`src/rtl/axi_avb_pkg.sv`:
```
// rtl/axi_avb_pkg.sv - shared FSM encoding and AXI response constants for axi_avb_bridge
package axi_avb_pkg;

    typedef enum logic [2:0] {
        IDLE,
        WR_CMD,
        WR_RSP,
        RD_CMD,
        RD_WAIT,
        RD_RSP
    } state_t;

    localparam logic [1:0]  RESP_OKAY            = 2'b00;
    localparam logic [1:0]  RESP_SLVERR          = 2'b10;
    localparam logic [31:0] TIMEOUT_DATA_DEFAULT = 32'hDEAD_BEEF;

endpackage

```
`src/rtl/axi_avb_bridge.sv`:
```
// rtl/axi_avb_bridge.sv - single-outstanding AXI4-Lite slave to Avalon-MM master bridge
// Optional read timeout enabled by defining AXI_AVB_BRIDGE_TIMEOUT_EN.
module axi_avb_bridge
    import axi_avb_pkg::*;
#(
    parameter int unsigned TIMEOUT_CYCLES = 16,
    parameter logic [31:0] TIMEOUT_DATA   = TIMEOUT_DATA_DEFAULT
) (
    input  logic        clock,
    input  logic        reset,
    input  logic [31:0] s_awaddr,
    input  logic        s_awvalid,
    output logic        s_awready,
    input  logic [31:0] s_wdata,
    input  logic [3:0]  s_wstrb,
    input  logic        s_wvalid,
    output logic        s_wready,
    output logic [1:0]  s_bresp,
    output logic        s_bvalid,
    input  logic        s_bready,
    input  logic [31:0] s_araddr,
    input  logic        s_arvalid,
    output logic        s_arready,
    output logic [31:0] s_rdata,
    output logic [1:0]  s_rresp,
    output logic        s_rvalid,
    input  logic        s_rready,
    output logic [31:0] avb_address,
    output logic [3:0]  avb_byteenable,
    output logic        avb_read,
    output logic        avb_write,
    output logic [31:0] avb_writedata,
    input  logic [31:0] avb_readdata,
    input  logic        avb_readdatavalid,
    input  logic        avb_waitrequest
);

    state_t      state_q, state_d;
    logic [31:0] addr_q, addr_d;
    logic [31:0] wdata_q, wdata_d;
    logic [3:0]  be_q, be_d;
    logic [31:0] rdata_q, rdata_d;
    logic [1:0]  rresp_q, rresp_d;
    logic        wr_pair;

`ifdef AXI_AVB_BRIDGE_TIMEOUT_EN
    localparam logic [7:0] CNT_LAST = 8'(TIMEOUT_CYCLES - 1);
    logic [7:0] cnt_q, cnt_d;
`endif

    // A write needs both address and data present; half a pair is never accepted.
    assign wr_pair = s_awvalid && s_wvalid;

    always_comb begin
        state_d = state_q;
        addr_d  = addr_q;
        wdata_d = wdata_q;
        be_d    = be_q;
        rdata_d = rdata_q;
        rresp_d = rresp_q;
`ifdef AXI_AVB_BRIDGE_TIMEOUT_EN
        cnt_d   = cnt_q;
`endif
        case (state_q)
            IDLE: begin
                if (wr_pair) begin
                    state_d = WR_CMD;
                    addr_d  = s_awaddr;
                    wdata_d = s_wdata;
                    be_d    = s_wstrb;
                end else if (s_arvalid) begin
                    state_d = RD_CMD;
                    addr_d  = s_araddr;
                    be_d    = 4'hF;
                end
            end
            WR_CMD: if (!avb_waitrequest) state_d = WR_RSP;
            WR_RSP: if (s_bready) state_d = IDLE;
            RD_CMD: begin
                if (!avb_waitrequest) begin
                    state_d = RD_WAIT;
`ifdef AXI_AVB_BRIDGE_TIMEOUT_EN
                    cnt_d   = '0;
`endif
                end
            end
            RD_WAIT: begin
                if (avb_readdatavalid) begin
                    state_d = RD_RSP;
                    rdata_d = avb_readdata;
                    rresp_d = RESP_OKAY;
                end
`ifdef AXI_AVB_BRIDGE_TIMEOUT_EN
                else if (cnt_q == CNT_LAST) begin
                    state_d = RD_RSP;
                    rdata_d = TIMEOUT_DATA;
                    rresp_d = RESP_SLVERR;
                end else begin
                    cnt_d = cnt_q + 8'd1;
                end
`endif
            end
            RD_RSP: if (s_rready) state_d = IDLE;
            default: state_d = IDLE;
        endcase
    end

    always_ff @(posedge clock or posedge reset) begin
        if (reset) begin
            state_q <= IDLE;
            addr_q  <= '0;
            wdata_q <= '0;
            be_q    <= 4'h0;
            rdata_q <= '0;
            rresp_q <= RESP_OKAY;
`ifdef AXI_AVB_BRIDGE_TIMEOUT_EN
            cnt_q   <= '0;
`endif
        end else begin
            state_q <= state_d;
            addr_q  <= addr_d;
            wdata_q <= wdata_d;
            be_q    <= be_d;
            rdata_q <= rdata_d;
            rresp_q <= rresp_d;
`ifdef AXI_AVB_BRIDGE_TIMEOUT_EN
            cnt_q   <= cnt_d;
`endif
        end
    end

    // Readies are decoded in IDLE so the handshake costs no extra cycle.
    assign s_awready      = (state_q == IDLE) && wr_pair;
    assign s_wready       = (state_q == IDLE) && wr_pair;
    assign s_arready      = (state_q == IDLE) && s_arvalid && !wr_pair;
    assign s_bvalid       = (state_q == WR_RSP);
    assign s_bresp        = RESP_OKAY;
    assign s_rvalid       = (state_q == RD_RSP);
    assign s_rdata        = rdata_q;
    assign s_rresp        = rresp_q;
    assign avb_write      = (state_q == WR_CMD);
    assign avb_read       = (state_q == RD_CMD);
    assign avb_address    = addr_q;
    assign avb_writedata  = wdata_q;
    assign avb_byteenable = be_q;

endmodule
```
`config.mk`:
```
export PLATFORM = sky130hd
export DESIGN_NAME = axi_avb_bridge
export DESIGN_NICKNAME = d
export VERILOG_FILES = /design/src/rtl/axi_avb_pkg.sv /design/src/rtl/axi_avb_bridge.sv
export SDC_FILE = /design/constraint.sdc
export NUM_CORES = 1
export LEC_CHECK = 0
export BUFFER_PORTS_ARGS = -buffer_cell sky130_fd_sc_hd__buf_2
export CORE_MARGIN = 3
export CORE_UTILIZATION = 45
export CTS_BUF_LIST = sky130_fd_sc_hd__clkbuf_8
export DETAILED_ROUTE_END_ITERATION = 12
export GPL_ROUTABILITY_DRIVEN = 0
export PLACE_DENSITY = 0.82
export SYNTH_ARGS = -nofsm -noshare
export SYNTH_HDL_FRONTEND = slang
export SYNTH_SLANG_ARGS = --single-unit
```
`constraint.sdc`:
```
create_clock -name clock -period 3.67 [get_ports clock]
set_clock_uncertainty 0.1 [all_clocks]
set_input_delay 0.367 -clock clock [delete_from_list [all_inputs] [get_ports clock]]
set_output_delay 0.367 -clock clock [all_outputs]
set_load 0.02 [all_outputs]
```
### Yosys cells after proc, flatten, opt, wreduce, memory -nomap -nowiden

Index checks and enable logic that the tools add are counted.

| word-level totals | value |
|---|---|
| flip-flop bits (word level) | 103 |
| bits in latches | 0 |
| bits in writable memories | 0 |
| bits in read-only memories | 0 |
| bits of input ports | 141 |
| output and inout port bits | 111 |
| word-level logic and storage cells | 39 |
| memories | 0 |

| cells by class | value |
|---|---|
| add/subtract/negate cells | 0 |
| multiply operators | 0 |
| div/mod/pow operators | 0 |
| magnitude comparators | 0 |
| eq/ne operators | 11 |
| shift-type cells | 0 |
| multiplexer cells | 12 |
| bitwise operators | 0 |
| reductions and logical operators | 11 |

Operator list:

| cell | number |
|---|---|
| 32-bit 2-to-1 mux | 2 |
| 3-bit 2-to-1 mux | 7 |
| 3-bit one-hot mux with 6 select lines | 1 |
| 4-bit 2-to-1 mux | 2 |
| 3-bit by 2-bit equality test with 1-bit output, second input constant | 2 |
| 3-bit equality test, second input constant | 2 |
| 2-bit inequality test, second input constant | 3 |
| 2-bit AND reduction | 3 |
| 6-bit AND reduction | 1 |
| 1-bit logical AND | 4 |
| 2-bit by 1-bit inequality test with 1-bit output, second input constant | 2 |
| 3-bit by 1-bit equality test with 1-bit output, second input constant | 1 |
| 3-bit zero test | 1 |
| 3-bit inequality test, second input constant | 1 |
| 2-bit nonzero test | 1 |
| 1-bit zero test | 1 |

### Logic depth before layout (Yosys ltp)

| depth | value |
|---|---|
| word-level depth | 3 |
| gate-level depth with buffers | 6 |
| mapped depth without buffers | 4 |

### Worst setup path after synthesis

No wires, ideal clock.

| timing path | value |
|---|---|
| path kind | reg2out |
| start point | reg state_q[2] |
| end point | out s_wready |
| data arrival time | 1.388 ns |
| data required time | 3.203 ns |
| path slack | 1.815 ns |
| cell stages (with the launch flop) | 7 |
| path buffers | 3 |
| path through | dfrtp_1 buf_4 nor3_4 nand2_2 buf_6 inv_1 buf_4 |

| on the way | value |
|---|---|
| cells in the longest elaborated chain, start to end | 2 |

RTL lines:

| what | line | source |
|---|---|---|
| start: declaration | axi_avb_bridge.sv:38 | `state_t state_q, state_d;` |
| start signal: assignment | axi_avb_bridge.sv:120 | `state_q <= state_d;` |
| 3-bit zero test | n/a |  |
| 1-bit logical AND | n/a |  |
| end: declaration | axi_avb_bridge.sv:17 | `output logic s_wready,` |

No other way between the ends.

### Worst setup path in the final report

| timing path | value |
|---|---|
| start point | reg state_q[2] |
| end point | out s_awready |

| on the way | value |
|---|---|
| cells in the longest elaborated chain, start to end | 2 |

RTL lines:

| what | line | source |
|---|---|---|
| 3-bit zero test | axi_avb_bridge.sv:133 | `assign s_awready = (state_q == IDLE) && wr_pair;` |
| 1-bit logical AND | axi_avb_bridge.sv:133 |  |
| end: declaration | axi_avb_bridge.sv:13 | `output logic s_awready,` |

No other way between the ends.

==> metrics.cfg <==
[layout]
drive_gt1_frac=0.597
design_area_mm2=0.00580
final_util=0.624
final_cell_mix=buf_2, dfrtp_1, mux2_2, nor2_1
insertedDiodeCount=0
nets=704
mostFrequentLayoutCell=buf_2
instances_no_fill=697
syn_to_final_growth_pct=34.6

[worst_setup_path]
crit_required_ns=3.20
path_class=flop to output port
cp_max_fo=37
r2r_setup_slack_ns=1.62
arrival_ns=2.02
endpoint_kind=output port
critPathLaunchType=flop

[logic_synthesis]
syn_area_mm2=0.00431
async_flop_share=1.00
yosysWarningCount=0
synth_cell_types=28
synth_cells=322
synth_ff_type=dfrtp_1
syn_avg_cell_area_um2=13.4
synth_edf_count=0
ys_seq_area_frac=0.598
ys_seq_elements=103

[timing]
slew_violations=0
setup_tns_ns=0
period_share=0.676
slew_headroom=0.453
setup_viol=0
tightest_slew_ns=0.817
period_minus_slack_ns=2.48
hold_viol_final=0
max_freq_mhz=403
fin_hold_ws_ns=0.0941
rsz0062_at_grt=false

[clocking]
clk_latency_ns=0.33
clock_sinks=103
cts-htree-levels=3
root_buffer=clkbuf_8
cts_buffers=9
cts_tree=yes
clockBufferDepth=2
cts_hold_buf=0
path_clk_slew_ns=0.10
cts_setup_buffers=0
cts-resized-gates=0

[routing]
vias=3352
drt_pass1_iterations=4
vias_per_cell=4.81
drtAntennaViolNets=0
drt_wl_total_um=10400
drcViolationCount=0
wl_per_cell_um=14.9
first_iter_violations=142

[floorplan]
initial_core_util=0.464
dieArea_mm2=0.0108
die_h_um=104
boundaryPins=252
row_count=35
core_mm2=0.00928
die_x_um=104

[grt]
gr-total-overflow=0
grt_max_degree=69
grt_pass1_vias=3366
antenna_found_initial=0
grt_usage=0.188
grt_pass1_wl_um=16500

[placed_design]
placed_cells=681
io_buffers=247
dpl-instance-area_mm2=0.00559
hpwl_um=8140

[power]
vdd_drop_max_uv=489
p_sw_mw=2.08
power_frac_comb=0.461
clockPowerShare=0.143
internal_power_mw=2.98
p_leak_nw=2.91
powerDensity_mw_per_mm2=872
switching_share=0.411
pwr-share-seq=0.396

[job]
maxCapViolations=0

[hold_path]
hp-class=input port to asynchronous set/reset pin

[run_status]
outcome=finished, final reports clean

## worst paths after layout
check / from / to / cells past startpoint
max: state_q[2]$_DFFE_PP0P_ / s_awready / 4
min: reset / avb_writedata[26]$_DFFE_PP0P_ / 2
max reg2reg: state_q[2]$_DFFE_PP0P_ / avb_address[6]$_DFFE_PP0P_ / 5
min reg2reg: avb_byteenable[0]$_DFFE_PP0P_ / avb_byteenable[0]$_DFFE_PP0P_ / 1
max in group asynchronous: reset / avb_address[17]$_DFFE_PP0P_ / 3
min in group clock: avb_readdata[11] / s_rdata[11]$_DFFE_PP0P_ / 2
## state kept, by name (all words and copies together), names as in the netlist
| register | cells |
|---|---|
| avb_address | 32 |
| avb_byteenable | 4 |
| s_rdata | 32 |
| avb_writedata | 32 |
| state_q | 3 |
## routing by layer
layer | GRT usage | part of all wire | vias to the layer above
met5 | 0 | 0 | -
met4 | 0.0579 | 0.021 | 0
met3 | 0.0486 | 0.072 | 19
met2 | 0.338 | 0.51 | 160
met1 | 0.220 | 0.39 | 1591
li1 | - | - | 1582
## layout make-up
cell class | instances | area (um2)
Inverter | 4 | 17.5
Clock inverter | 5 | 57.6
Tap cell | 129 | 161
Timing Repair Buffer | 253 | 1280
Fill cell | 763 | 3490
Multi-Input combinational cell | 192 | 1550
Sequential cell | 103 | 2580
Clock buffer | 11 | 151
## through the flow
| step | power (mW) | setup WS (ns) |
|---|---|---|
| after floorplan | 3.56 | 0.499 |
| after global placement | 4.29 | 1.58 |
| after detailed placement | 4.39 | 1.54 |
| after CTS | 5.11 | 1.15 |
| after global routing | 5.37 | 1.04 |
| final | 5.06 | 1.19 |
## power by group through the flow
stage                     logic (mW)  clock network (mW)  registers, mW
after floorplan                0.898                   0           2.66
after global placement          2.30                   0           1.99
after detailed placement        2.36                   0           2.02
after CTS                       2.36               0.744           2.01
after global routing            2.51               0.789           2.08
final                           2.33               0.721           2.00
## cell families (layout without fill, tap and decap cells)
logic type	Yosys count	in the layout	synth area share
buf+inv	30	273	0.0450
flops	103	103	0.598
mux	98	98	0.247
compound gates	42	42	0.0566
simple gates	48	48	0.0523
other cells	1	4	0.000870
## worst max-delay path, stage by stage (launching register included)
cell and delay, ns:
dfrtp_1 0.50, nor3_4 0.27, nand2_2 0.50, inv_1 0.20
buf_2 0.19
## synth_stat cells (2+ instances only)
cell	count	area (um2)
nor2_1	35	131
o22a_1	4	35.0
a21oi_1	32	160
nor3b_1	3	22.5
mux2_2	65	732
nand2_1	2	7.51
dfrtp_1	103	2580
buf_6	3	33.8
mux2i_1	32	320
a211oi_1	2	15.0
inv_1	4	15.0
buf_2	10	50.1
buf_4	12	90.1
(Power assumes the default switching activity.)
